**config.mk**
```make
export PLATFORM = sky130hd
export DESIGN_NAME = mch_rx_decoder
export DESIGN_NICKNAME = d
export VERILOG_FILES = /design/src/rtl/mch_pkg.sv /design/src/rtl/mch_rx_sync.sv /design/src/rtl/mch_rx_decoder.sv
export SDC_FILE = /design/constraint.sdc
export NUM_CORES = 1
export LEC_CHECK = 0
export CELL_PAD_IN_SITES_DETAIL_PLACEMENT = 0
export CELL_PAD_IN_SITES_GLOBAL_PLACEMENT = 1
export CORE_UTILIZATION = 40
export DETAILED_ROUTE_END_ITERATION = 8
export GPL_TIMING_DRIVEN = 1
export PLACE_DENSITY = 0.78
export SLEW_MARGIN = 20
export SYNTH_ARGS = -nofsm -noshare
export SYNTH_HDL_FRONTEND = slang
export SYNTH_HIERARCHICAL = 1
export SYNTH_SLANG_ARGS = --single-unit
```
**constraint.sdc**
```tcl
create_clock -name clk -period 5.3 [get_ports clk]
set_input_delay 1.06 -clock clk [delete_from_list [all_inputs] [get_ports clk]]
set_output_delay 1.06 -clock clk [all_outputs]
set_load 0.02 [all_outputs]
```
**src/rtl/mch_pkg.sv**
```systemverilog
// Shared Manchester codec definitions: FSM encodings, error codes, default frame width.
package mch_pkg;
  localparam int MCH_DATA_W = 16;

  typedef enum logic [1:0] {
    MCH_RECOVER = 2'd0,
    MCH_IDLE    = 2'd1,
    MCH_RUN     = 2'd2
  } mch_state_e;

  localparam logic [1:0] MCH_ERR_SHORT = 2'd1;
  localparam logic [1:0] MCH_ERR_OVR   = 2'd2;
  localparam logic [1:0] MCH_ERR_PAR   = 2'd3;
endpackage

```
**src/rtl/mch_rx_sync.sv**
```systemverilog
// 2-FF synchronizer for rxsd with registered level and rise/fall pulses (3 clocks pin-to-pulse).
module mch_rx_sync (
  input  logic clk,
  input  logic rst,
  input  logic rxsd,
  output logic lvl,
  output logic rise,
  output logic fall
);
  logic s1, s2;

  always_ff @(posedge clk) begin
    if (rst) begin
      s1   <= 1'b0;
      s2   <= 1'b0;
      lvl  <= 1'b0;
      rise <= 1'b0;
      fall <= 1'b0;
    end else begin
      s1   <= rxsd;
      s2   <= s1;
      lvl  <= s2;
      rise <= s2 & ~lvl;
      fall <= ~s2 & lvl;
    end
  end
endmodule

```
**src/rtl/mch_rx_decoder.sv**
```systemverilog
// Manchester frame receiver: mid-bit edge windowing, framing checks, one-cycle valid/err strobes.
// Optional even parity bit after the data word when MCH_RX_PARITY_EN is defined.
module mch_rx_decoder
  import mch_pkg::*;
#(
  parameter int BIT_CLKS = 100,
  parameter int DATA_W   = MCH_DATA_W
) (
  input  logic              clk,
  input  logic              rst,
  input  logic              rxsd,
  output logic [DATA_W-1:0] rx_data,
  output logic              rx_valid,
  output logic              rx_err,
  output logic [1:0]        err_code,
  output logic              busy
);
`ifdef MCH_RX_PARITY_EN
  localparam int FRAME_BITS = DATA_W + 1;
`else
  localparam int FRAME_BITS = DATA_W;
`endif
  localparam int CW = $clog2(2*BIT_CLKS+1);
  localparam int NW = $clog2(FRAME_BITS+1);
  localparam logic [CW-1:0] WIN_LO = CW'(3*BIT_CLKS/4);
  localparam logic [CW-1:0] WIN_HI = CW'(5*BIT_CLKS/4);
  localparam logic [CW-1:0] WIN_TO = CW'(5*BIT_CLKS/4 + 1);
  localparam logic [CW-1:0] CMAX   = CW'(2*BIT_CLKS);
  localparam logic [NW-1:0] NFRAME = NW'(FRAME_BITS);

  mch_state_e          st;
  logic [CW-1:0]       cnt;
  logic [NW-1:0]       nbits;
  logic [FRAME_BITS-1:0] sh;
  logic                lvl, rise, fall;
  logic                mid_edge, par_ok;
  logic [DATA_W-1:0]   word;

  mch_rx_sync u_sync (
    .clk  (clk),
    .rst  (rst),
    .rxsd (rxsd),
    .lvl  (lvl),
    .rise (rise),
    .fall (fall)
  );

  // Edges before WIN_LO are bit-boundary transitions and carry no data.
  assign mid_edge = (rise | fall) && (cnt >= WIN_LO) && (cnt <= WIN_HI);

`ifdef MCH_RX_PARITY_EN
  assign par_ok = ~^sh;
  assign word   = sh[FRAME_BITS-1:1];
`else
  assign par_ok = 1'b1;
  assign word   = sh;
`endif

  always_ff @(posedge clk) begin
    if (rst) begin
      st       <= MCH_RECOVER;
      cnt      <= '0;
      nbits    <= '0;
      sh       <= '0;
      rx_data  <= '0;
      rx_valid <= 1'b0;
      rx_err   <= 1'b0;
      err_code <= '0;
      busy     <= 1'b0;
    end else begin
      rx_valid <= 1'b0;
      rx_err   <= 1'b0;
      case (st)
        MCH_RECOVER: begin
          if (lvl)              cnt <= '0;
          else if (cnt == CMAX) st  <= MCH_IDLE;
          else                  cnt <= cnt + 1'b1;
        end
        MCH_IDLE: begin
          if (rise) begin
            cnt   <= '0;
            nbits <= '0;
            busy  <= 1'b1;
            st    <= MCH_RUN;
          end
        end
        MCH_RUN: begin
          if (cnt != CMAX) cnt <= cnt + 1'b1;
          if (mid_edge) begin
            cnt <= '0;
            if (nbits == NFRAME) begin
              rx_err   <= 1'b1;
              err_code <= MCH_ERR_OVR;
              busy     <= 1'b0;
              st       <= MCH_RECOVER;
            end else begin
              sh    <= {sh[FRAME_BITS-2:0], rise};
              nbits <= nbits + 1'b1;
            end
          end else if (cnt == WIN_TO) begin
            // No mid-bit edge inside the window: the frame has ended.
            cnt  <= '0;
            busy <= 1'b0;
            if (nbits == NFRAME && !lvl && par_ok) begin
              rx_valid <= 1'b1;
              rx_data  <= word;
              st       <= MCH_IDLE;
            end else begin
              rx_err   <= 1'b1;
              err_code <= (nbits != NFRAME || lvl) ? MCH_ERR_SHORT : MCH_ERR_PAR;
              st       <= MCH_RECOVER;
            end
          end
        end
        default: st <= MCH_RECOVER;
      endcase
    end
  end
endmodule

```
* After elaboration in Yosys (flattened, before gate mapping)
Index checks and enable logic that the tools add are counted.
** Storage, ports and cells
- Register bits after elaboration :: 57
- Logic and storage cells :: 97
** Operators by class
- Add/sub/neg operators :: 2
- Magnitude comparators :: 2
- Equal/unequal tests :: 18
- Multiplexer cells :: 34
- Bitwise operators :: 9
- Reduce and logical (&&, ||, !) cells :: 18
** Operators by type and width (number)
- $mux W8 :: 6
- $pmux W8 S3 :: 1
- $mux W2 :: 11
- $reduce_and A4 Y1 :: 5
- $mux W5 :: 3
- $mux W1 :: 10
- $ne A2 B2 Y1 const B :: 5
- $pmux W5 S2 :: 1
- $add A8 B1 Y8 const B :: 1
- $eq A8 B7 Y1 const B :: 1
- $eq A8 B8 Y1 const B :: 1
- $ge A8 B7 Y1 const B :: 1
- $le A8 B7 Y1 const B :: 1
- $ne A8 B8 Y1 const B :: 1
- $ne A3 B3 Y1 const B :: 2
- $not A1 Y1 :: 6
- $pmux W2 S3 :: 1
- $add A5 B1 Y5 const B :: 1
- $eq A5 B5 Y1 const B :: 1
- $ne A5 B5 Y1 const B :: 1
- $reduce_and A5 Y1 :: 1
- $ne A2 B1 Y1 const B :: 2
- $ne A4 B4 Y1 const B :: 1
- $reduce_bool A2 Y1 :: 2
- other kinds (14) :: 17

* Longest topological paths before layout
Gate-level depths: netlist (run 1).
- Word-level depth :: 6
- Mapped depth :: 9
- Gate-level depth less buffers :: 7

* Modules after synthesis
Netlist (run 1), hierarchy kept.
** By module, submodules not included
- mch_rx_decoder :: instances 1, cells each 276, area an instance 2497.4 sq um, sequential area each 1041.0 sq um
- mch_rx_sync :: instances 1, cells each 10, area an instance 133.9 sq um, sequential area each 100.1 sq um

* Least setup slack after synthesis (run 1)
Ideal clock, no wire load.
- Kind :: input -> register
- From :: input rst
- To :: register cnt[3]
- Setup time :: 0.145 ns
- Arrival :: 2.204 ns
- Required time :: 5.155 ns
- Setup slack :: 2.951 ns
- Stages on the path :: 6
- Cells stage by stage :: clkbuf_1 > clkinv_1 > nand2_1 > a211oi_1 > o21ai_0 > o311ai_0
** RTL lines
- start, declared :: line mch_rx_decoder.sv:10 : input logic rst,
- end signal, assigned :: line mch_rx_decoder.sv:77 : else cnt <= cnt + 1'b1;
- end signal, assigned :: line mch_rx_decoder.sv:88 : if (cnt != CMAX) cnt <= cnt + 1'b1;
- end, declared :: line mch_rx_decoder.sv:32 : logic [CW-1:0] cnt;

==> Flow_metrics.wiki, run 1 <==
{| class="wikitable"
! Metric !! Value
|-
| Largest vdd supply drop || 0.173 mV
|-
| Wire length of the first global-routing pass || about 9.1 mm
|-
| Vias after detailed routing || 2070
|-
| Async set-or-reset flop fraction in the synthesized netlist || 0
|-
| Fraction of final layout cells with drive strength greater than 1 || 0.0860
|-
| Number of nets in the synthesized netlist || 300
|-
| Class of the most critical hold timing path || reg -> reg
|-
| Port Buffers || 23
|-
| Finished layout cell area || ~0.0031 mm2
|-
| Initial Util || 0.414
|-
| Placed insts || roughly 380
|-
| Site Rows || 29
|-
| RSZ-0062 raised after global routing || false
|-
| Cell taking the most area after synthesis || sky130_fd_sc_hd__dfxtp_1
|-
| Post-detailed-route DRC marker count || 0
|-
| Pwr Density || 280 mW/mm2
|-
| Starting DRT DRC Count || around 110
|-
| Endpoint class of the critical path || flip-flop
|-
| Max_cap viols || 0
|-
| Via density || ~5.3
|-
| Cell with the largest stage delay on the worst path || sky130_fd_sc_hd__o21ai_0
|-
| Main synth FF type || sky130_fd_sc_hd__dfxtp_1
|-
| Avg Cell Area, Syn || around 9.2 um2
|-
| Launching element type of the critical path || primary input
|-
| Worst Clk Skew || slightly above 0.009 ns
|-
| Vias in the first global route || approximately 1900
|-
| Worst Path Arrival || roughly 3.0 ns
|-
| Remaining number of nets flagged by the antenna check after routing || 0
|-
| Final Max Tran Viols || 0
|-
| CTS clk-pin slew, worst paths || ~0.07 ns
|-
| Worst Path Class, Setup || in -> reg
|-
| Maximum root-to-sink buffer count || 2
|-
| Total congestion overflow after global routing || 0
|-
| Largest fanout on the critical path || 49
|-
| Post-cts gate resize count || 0
|-
| Largest cells by area after synthesis || sky130_fd_sc_hd__dfxtp_1 43%, sky130_fd_sc_hd__mux2i_1 13%, sky130_fd_sc_hd__nor2_1 6.6%
|-
| Post-route setup TNS || 0 ns
|-
| Hold-fix buffers at CTS || 0
|-
| Total placed instance area || approximately 0.0029 mm2
|-
| Fmax || 0.358 GHz
|-
| Post-layout utilization of the core || 0.489
|-
| Number of distinct library cell variants in the gate-level netlist after synthesis || 48
|-
| GRT Total Usage || 0.161
|-
| Clock tree sinks || 57
|-
| Post-CTS Setup Inserts || 0
|-
| Total wire length || around 5.2 mm
|-
| Detailed Routing Iterations Pass 1 || 4
|-
| Dpl hpwl || about 3.4 mm
|-
| Required time of the worst setup path || ~5.5 ns
|-
| Min Tclk post-route || about 2.8 ns
|-
| ANT cells || 0
|-
| Initial antenna violation count || 0
|-
| Cell chosen for the clock root || sky130_fd_sc_hd__clkbuf_8
|-
| LEAKAGE || approximately 0.0011 uW
|-
| Detailed-route wire length per cell || about 13 um
|-
| Final-stage net count || ~320
|-
| CP max stage delay || ~0.53 ns
|-
| Chip height || around 83 um
|-
| Setup violators final || 0
|-
| Maximum number of pins on one net before global-route repair || 50
|-
| Number of buffers and inverters on the critical path || 3
|-
| Floorplan die width || a little over 80 um
|-
| Cell Count, Final, Fillers Out || a little under 400
|-
| Count of pins on the block boundary || 24
|-
| Portion of synthesized cell area occupied by the leading cell type || 0.434
|-
| Synthesized instance count || approximately 290
|-
| Warnings, synthesis || 6
|-
| Final clock period utilization by the worst path || 0.527
|-
| Tightest Pin Transition || around 0.88 ns
|-
| Syn Std Cell Area || 0.00263 mm2
|-
| TritonCTS buffer count || 9
|-
| Synth Register Bits || 57
|-
| Register area share after synthesis || 0.434
|-
| Slew headroom || 0.407
|-
| Placeable Area || 0.00635 mm2
|-
| Area added between synthesis and finish || 18.0%
|-
| Clock latency at the later pin of the worst-skew pair || about 0.33 ns
|-
| Total number of H-tree levels || 3
|-
| Cells traversed along the worst timing path || buf_2 -> buf_4 -> clkinv_1 -> nand2_1 -> a211oi_1 -> o21ai_0 -> o311ai_0
|-
| Die ar. || approximately 0.007 mm2
|-
| CTS tree || built
|-
| Top-count cell post-synth || sky130_fd_sc_hd__dfxtp_1
|-
| Top post-synthesis cells by count || 57 x sky130_fd_sc_hd__dfxtp_1, 46 x sky130_fd_sc_hd__nor2_1, 34 x sky130_fd_sc_hd__mux2i_1
|-
| Outcome || completed
|-
| Final weighted congestion in routability-driven placement || roughly 0.77
|-
| Final hold violation count || 0
|-
| EDFF count, synth || 0
|-
| CP delay by family, top || buffers and inverters
|}
-- flip-flops by register name, summed over array words and instances (netlist names) --
register,cells
busy,1
cnt,8
err_code,2
nbits,5
rx_data,16
rx_err,1
rx_valid,1
sh,16
st,2
u_sync/fall,1
u_sync/lvl,1
u_sync/rise,1
u_sync/s1,1
u_sync/s2,1
-- layer usage --
metal  share of wire  vias to the layer above  global-route usage
li1                -                     1068                   -
met1            0.51                      965               0.223
met2            0.44                       29               0.235
met3           0.038                        8              0.0388
met4           0.013                        0              0.0752
met5               0                        -                   0
-- per-stage QoR --
| step | hold slack (ns) | worst slack [ns] | power (uW) |
|---|---|---|---|
| 2_1_floorplan | 0.401 | 2.95 | 461 |
| 3_5_place_dp | 0.426 | 2.15 | 467 |
| 4_1_cts | 0.452 | 2.51 | 882 |
| 6_report | 0.446 | 2.50 | 869 |
| 3_3_place_gp | 0.419 | 2.20 | 467 |
| 5_1_grt | 0.453 | 2.27 | 907 |
-- cells by family (layout without fill, tap and decap cells) --
logic type	Yosys count	in the layout	share of synthesized area
fa+ha+maj	11	11	0.0523
buf+inv	27	55	0.0471
mux	34	34	0.129
xor+xnor	1	1	0.00333
simple gates	109	109	0.199
compound gates	47	47	0.135
flops	57	57	0.434
-- power by group --
part	internal, uW	leakage, uW	switching (uW)
logic	6.40	0.000584	14.5
registers	431	0.000460	4.84
clock network	230	0.0000949	182
-- final cells by class --
class,count,area (um2)
Fill cell,605,3240
Clock inverter,6,66.3
Inverter,14,52.6
Multi-Input combinational cell,202,1370
Sequential cell,57,1140
Tap cell,77,96.3
Timing Repair Buffer,25,240
Clock buffer,10,138
-- worst reg2reg max path, delay by kind of cell (launching register included) --
| family | cells | cell delay [ns] |
|---|---|---|
| compound gates | 3 | 1.14 |
| flops | 1 | 0.45 |
| fa+ha+maj | 1 | 0.29 |
| simple gates | 1 | 0.27 |
| mux | 1 | 0.24 |
-- cell usage in the layout, fill, tap and decap left out, types with 3 or more instances in the layout --
cell type / instances
sky130_fd_sc_hd__dfxtp_1: 57
sky130_fd_sc_hd__nor2_1: 46
sky130_fd_sc_hd__mux2i_1: 34
sky130_fd_sc_hd__clkdlybuf4s50_1: 22
sky130_fd_sc_hd__nand2_1: 17
sky130_fd_sc_hd__o21ai_0: 14
sky130_fd_sc_hd__inv_1: 12
sky130_fd_sc_hd__nand3_1: 12
sky130_fd_sc_hd__ha_1: 11
sky130_fd_sc_hd__clkbuf_8: 10
sky130_fd_sc_hd__a21oi_1: 8
sky130_fd_sc_hd__nor4_1: 6
sky130_fd_sc_hd__nor2b_1: 6
sky130_fd_sc_hd__nand4_1: 3
sky130_fd_sc_hd__or3_1: 3
sky130_fd_sc_hd__a211oi_1: 3
sky130_fd_sc_hd__nor3_1: 3
sky130_fd_sc_hd__nor3b_1: 3
sky130_fd_sc_hd__clkinvlp_4: 3
-- path summary, 6_finish.rpt --
path / startpoint / end / slack [ns] / cells past startpoint
worst max-delay path: rst / cnt[3] / 2.50 / 7
worst min-delay path: u_sync/s2 / u_sync/fall / 0.45 / 1
worst max register to register: cnt[0] / st[0] / 2.84 / 6
worst min register to register: u_sync/s2 / u_sync/fall / 0.45 / 1
Note: power is estimated with default switching activity, not from simulation.
==> run 2: changes to the inputs <==
CORE_UTILIZATION = 39   (was 40)
PLACE_DENSITY = 0.79   (was 0.78)
clock period = 2.52 ns   (was 5.3 ns; I/O delays follow)
==> run 2 against run 1 <==
The flow now finishes with violations (DRC). Worst setup slack worse by 2.3 ns. Cell count is 1.8% higher. Largest power group unchanged. Combinational power grew 140%. Critical endpoint is now nbits[4]. Hold slack got worse by 0.012 ns. Sequential share of layout area shrank 0.98 points. Cell area grew 2.7%. Global-route usage hardly changed. Total power is 110% higher. Via count up 2.7%. Sequential power up 110%.
==> Flow_metrics.wiki, run 2 (synthesized netlist as in run 1, its figures left out) <==
{| class="wikitable"
! Metric !! Value
|-
| Total number of H-tree levels || 3
|-
| RSZ-0062 raised after global routing || false
|-
| Worst Clk Skew || 0.00960 ns
|-
| Sum of internal, switching and leakage power || between 1500 and 2000 uW
|-
| Max_cap viols || 0
|-
| Via density || ~5.3
|-
| TritonCTS buffer count || 9
|-
| Detailed Routing Iterations Pass 1 || 6
|-
| Cell Count, Final, Fillers Out || 398
|-
| Met2 routed wirelength || around 2.3 mm
|-
| Wire length of the first global-routing pass || 8.96 mm
|-
| Starting DRT DRC Count || 160
|-
| Placeable Area || 0.00642 mm2
|-
| Violations in the final reports || DRC
|-
| Number of buffers and inverters on the critical path || 0
|-
| Leading cell types in the layout, fill and taps excluded || 57 x sky130_fd_sc_hd__dfxtp_1, 46 x sky130_fd_sc_hd__nor2_1, 34 x sky130_fd_sc_hd__mux2i_1
|-
| Dpl hpwl || around 3.6 mm
|-
| Cells traversed along the worst timing path || ha_1 -> o21ai_2 -> a2111o_1 -> o32a_4 -> or3_1 -> a21oi_1
|-
| Most common library cell in the layout ignoring fill and taps || sky130_fd_sc_hd__dfxtp_1
|-
| Post-cts gate resize count || 0
|-
| CTS clk-pin slew, worst paths || roughly 0.07 ns
|-
| Maximum root-to-sink buffer count || 2
|-
| Placed insts || 382
|-
| Top flop regs || rx_data x16, sh x16, cnt x8
|-
| Final hold violation count || 0
|-
| Setup violators final || 0
|-
| Endpoint class of the critical path || flip-flop
|-
| Post-route setup TNS || 0 ns
|-
| R2r setup slk || 0.22 ns
|-
| Pwr Density || 577 mW/mm2
|-
| Pre-CTS WS || roughly 0.24 ns
|-
| Final-stage net count || 330
|-
| CP max stage delay || around 0.53 ns
|-
| Clock latency at the later pin of the worst-skew pair || approximately 0.33 ns
|-
| Site Rows || 29
|-
| Post-route setup slack || between 0.2 and 0.25 ns
|-
| Clock tree sinks || 57
|-
| ANT cells || 0
|-
| Post-CTS Setup Inserts || 0
|-
| GRT Total Usage || 0.161
|-
| Maximum number of pins on one net before global-route repair || 29
|-
| Worst Min Path Start || u_sync/s2
|-
| Launching element type of the critical path || flip-flop
|-
| Slew headroom || 0.613
|-
| Top metal layer carrying routed signals || met4
|-
| Port Buffers || 23
|-
| Worst Path Arrival || ~2.6 ns
|-
| Post-detailed-route DRC marker count || 4
|-
| Length of routed met3 wiring || ~180 um
|-
| Vias in the first global route || around 1900
|-
| Count of pins on the block boundary || 24
|-
| Register-to-Register Path Depth || 6
|-
| Total congestion overflow after global routing || 0
|-
| Final Max Tran Viols || 0
|-
| Remaining number of nets flagged by the antenna check after routing || 0
|-
| Fraction of final layout cells with drive strength greater than 1 || 0.0997
|-
| Beginning of the worst register-to-register path || cnt[0]
|-
| CP delay by family, top || compound AO/OA/AOI/OAI gates
|-
| Tightest Pin Transition || about 0.57 ns
|-
| Cell with the largest stage delay on the worst path || sky130_fd_sc_hd__a2111o_1
|-
| Outcome || finished, violations left
|-
| Chip height || about 84 um
|-
| LEAKAGE || about 0.0012 uW
|-
| Fmax || around 0.43 GHz
|-
| Largest fanout on the critical path || 8
|-
| Reg-to-Reg End || nbits[4]
|-
| Final weighted congestion in routability-driven placement || around 0.83
|-
| Post-route met1 wirelength || between 2 and 3 mm
|-
| Total wire length || about 5.3 mm
|-
| CTS tree || built
|-
| Worst Path Class, Setup || reg -> reg
|-
| Cell chosen for the clock root || sky130_fd_sc_hd__clkbuf_8
|-
| Vias after detailed routing || approximately 2100
|-
| Count of cells along the worst hold path || 1
|-
| Detailed-route wire length per cell || 13.3 um
|-
| Min Tclk post-route || 2.30 ns
|-
| Class of the most critical hold timing path || reg -> reg
|-
| Die ar. || 0.00708 mm2
|-
| Required time of the worst setup path || approximately 2.8 ns
|-
| Final clock period utilization by the worst path || 0.913
|-
| Destination of the worst hold path || u_sync/fall
|-
| Initial Util || 0.410
|-
| Initial antenna violation count || 0
|-
| Floorplan die width || 84.1 um
|-
| Largest vdd supply drop || between 0.3 and 0.4 mV
|-
| Area added between synthesis and finish || 21.3%
|-
| Hold-fix buffers at CTS || 0
|}
==> run 2: cell count changes in the layout (fill, tap and decap cells not counted), sizes merged <==
cell | previous run | this run
buf | 3 | 9
clkbuf | 10 | 12
clkdlybuf4s50 | 22 | 23
clkinv | 2 | 3
clkinvlp | 3 | 1
inv | 14 | 13
==> run 2: stage by stage <==
step | hold WS, ns | util | area [um2]
floorplan | 0.401 | - | 2630
global placement | 0.423 | 0.465 | 2980
detailed placement | 0.428 | 0.465 | 2980
CTS | 0.438 | 0.497 | 3190
global route | 0.458 | 0.497 | 3190
finish | 0.434 | 0.497 | 3190
==> run 2: report_power, final <==
part | switching [uW] | internal [uW] | total, uW
Sequential | 9.80 | 907 | 917
Clock | 363 | 511 | 874
Combinational | 32.3 | 17.5 | 49.7
==> run 2: metal layers <==
layer	vias to the layer above	GRT usage
li1	1085	-
met1	1000	0.224
met2	37	0.239
met3	4	0.0354
met4	0	0.0752
met5	-	0
==> run 2: area by class of cell <==
| cell class | count | area [um2] |
|---|---|---|
| clock inverter | 4 | 51.3 |
| inverter | 14 | 52.6 |
| clock buffer | 12 | 155 |
| sequential | 57 | 1140 |
| fill | 590 | 3230 |
| timing repair buffer | 32 | 323 |
| multi-input combinational | 202 | 1370 |
| tap | 77 | 96.3 |
==> run 2: worst register-to-register path, stage by stage (launching register included) <==
cell and delay [ns]:
sky130_fd_sc_hd__dfxtp_1 0.43, sky130_fd_sc_hd__ha_1 0.27, sky130_fd_sc_hd__o21ai_2 0.09, sky130_fd_sc_hd__a2111o_1 0.53
sky130_fd_sc_hd__o32a_4 0.43, sky130_fd_sc_hd__or3_1 0.35, sky130_fd_sc_hd__a21oi_1 0.14
==> run 2: worst max path at each step <==
stage | startpoint | to | slack (ns) | cells after the start
floorplan | cnt[0] | rx_data[10] | 0.40 | 7
global placement | cnt[0] | nbits[4] | 0.29 | 6
detailed placement | cnt[0] | nbits[3] | 0.24 | 6
CTS | cnt[0] | nbits[3] | 0.22 | 6
global route | st[0] | cnt[4] | 0.08 | 7
finish | cnt[0] | nbits[4] | 0.22 | 6
==> run 3: changes to the inputs <==
CORE_MARGIN = 1.5   (was not set)
==> run 3 against run 2 <==
The flow still finishes with violations (DRC). Cell count is the same. Die area rose by 2.4%. Fmax up 0.48%. Total power about the same. Global-route usage is 0.12 points higher. Sequential power barely moved. Sequential share of layout area unchanged. Register-to-register slack hardly changed. Critical endpoint is now nbits[3]. Clock skew is 0.0019 ns lower. Via count decreased by 1.4%.
==> Flow_metrics.wiki, run 3 (synthesized netlist as in run 1, its figures left out) <==
{| class="wikitable"
! Metric !! Value
|-
| ANT cells || 0
|-
| Class of the most critical hold timing path || reg -> reg
|-
| Required time of the worst setup path || between 2 and 3 ns
|-
| Final-layout worst hold slack || about 0.43 ns
|-
| Wire length of the first global-routing pass || roughly 9.4 mm
|-
| Die ar. || between 0.007 and 0.008 mm2
|-
| Post-route setup TNS || 0 ns
|-
| LEAKAGE || around 0.0012 uW
|-
| Tightest Pin Transition || 0.609 ns
|-
| Worst Min Path Start || u_sync/s2
|-
| Slew headroom || 0.590
|-
| Initial antenna violation count || 0
|-
| GRT Total Usage || 0.163
|-
| Clock latency at the later pin of the worst-skew pair || ~0.33 ns
|-
| Total placed instance area || ~0.0030 mm2
|-
| Final weighted congestion in routability-driven placement || approximately 0.84
|-
| Max_cap viols || 0
|-
| Cell chosen for the clock root || sky130_fd_sc_hd__clkbuf_8
|-
| Starting DRT DRC Count || 74
|-
| RSZ-0062 raised after global routing || false
|-
| Worst Path Arrival || around 2.6 ns
|-
| Final-stage net count || between 300 and 400
|-
| CP max stage delay || between 0.5 and 0.6 ns
|-
| Fmax || 0.436 GHz
|-
| Site Rows || 29
|-
| Worst Clk Skew || between 0.007 and 0.008 ns
|-
| Remaining number of nets flagged by the antenna check after routing || 0
|-
| Clock tree sinks || between 50 and 60
|-
| Chip height || about 85 um
|-
| Count of pins on the block boundary || 24
|-
| Post-detailed-route DRC marker count || 2
|-
| Leading cell types in the layout, fill and taps excluded || 57 x sky130_fd_sc_hd__dfxtp_1, 46 x sky130_fd_sc_hd__nor2_1, 34 x sky130_fd_sc_hd__mux2i_1
|-
| Floorplan die width || around 85 um
|-
| Number of buffers and inverters on the critical path || 0
|-
| Fraction of final layout cells with drive strength greater than 1 || 0.0997
|-
| Outcome || finished, violations left
|-
| Vias in the first global route || roughly 2000
|-
| CTS tree || built
|-
| Beginning of the worst register-to-register path || cnt[1]
|-
| Length of routed met3 wiring || 147 um
|-
| Total number of H-tree levels || 3
|-
| Pwr Density || between 500 and 600 mW/mm2
|-
| Top flop regs || rx_data x16, sh x16, cnt x8
|-
| Largest fanout on the critical path || 8
|-
| Final Max Tran Viols || 0
|-
| Detailed Routing Iterations Pass 1 || 6
|-
| Final hold violation count || 0
|-
| Launching element type of the critical path || flip-flop
|-
| TritonCTS buffer count || 9
|-
| Via density || 5.27
|-
| Cell with the largest stage delay on the worst path || sky130_fd_sc_hd__a2111o_1
|-
| Largest vdd supply drop || 0.270 mV
|-
| Cells traversed along the worst timing path || ha_1 -> o21ai_2 -> a2111o_1 -> o32a_4 -> or3_1 -> a21oi_1
|-
| Post-CTS Setup Inserts || 0
|-
| Endpoint class of the critical path || flip-flop
|-
| Timing startpoint of the critical path || cnt[1]
|-
| Setup violators final || 0
|-
| Maximum root-to-sink buffer count || 2
|-
| Hold-fix buffers at CTS || 0
|-
| Total congestion overflow after global routing || 0
|-
| Final clock period utilization by the worst path || 0.909
|-
| Min Tclk post-route || 2.29 ns
|-
| Worst Path Class, Setup || reg -> reg
|-
| Detailed-route wire length per cell || roughly 14 um
|-
| Post-route met1 wirelength || roughly 2.8 mm
|-
| Total wire length || approximately 5.4 mm
|-
| Maximum number of pins on one net before global-route repair || 37
|-
| Post-cts gate resize count || 0
|-
| Met2 routed wirelength || about 2.4 mm
|-
| Top metal layer carrying routed signals || met4
|-
| Vias after detailed routing || ~2100
|-
| Area added between synthesis and finish || 21.3%
|-
| Sum of internal, switching and leakage power || approximately 1800 uW
|-
| Port Buffers || 23
|-
| Finished layout cell area || 0.00319 mm2
|-
| Violations in the final reports || DRC
|-
| CTS clk-pin slew, worst paths || 0.07 ns
|-
| Most common library cell in the layout ignoring fill and taps || sky130_fd_sc_hd__dfxtp_1
|-
| CP delay by family, top || compound AO/OA/AOI/OAI gates
|-
| Dpl hpwl || 3.72 mm
|-
| Placeable Area || around 0.0064 mm2
|-
| Initial Util || 0.410
|}
[run 3: cell counts in the layout (fill, tap and decap cells not counted)]
No cell type changed its count.
[run 3: routing by layer]
layer / vias up / track usage
met5: - / 0
met4: 0 / 0.0760
met3: 9 / 0.0331
met2: 32 / 0.247
met1: 976 / 0.222
li1: 1080 / -
[run 3: area by class of cell]
class                      instances  area (um2)
clock buffer                      12         155
clock inverter                     4        51.3
fill                             616        3230
inverter                          14        52.6
multi-input combinational        202        1370
sequential                        57        1140
tap                               77        96.3
timing repair buffer              32         323
[run 3: power breakdown]
group          internal (uW)  switching (uW)  total (uW)
sequential               907            10.1         918
combinational           17.6            32.2        49.9
clock                    511             362         872
[run 3: final timing paths]
path / end / slack (ns) / cells past startpoint
setup / recovery: nbits[3] / 0.23 / 6
hold / removal: u_sync/fall / 0.43 / 1
setup reg to reg: nbits[3] / 0.23 / 6
hold reg to reg: u_sync/fall / 0.43 / 1
[run 3: per-stage QoR]
stage,worst slack (ns),instances,utilization
2_1_floorplan,0.403,286,-
3_3_place_gp,0.300,382,0.465
3_5_place_dp,0.245,382,0.465
4_1_cts,0.215,398,0.497
5_1_grt,0.00559,398,0.497
6_report,0.229,398,0.497
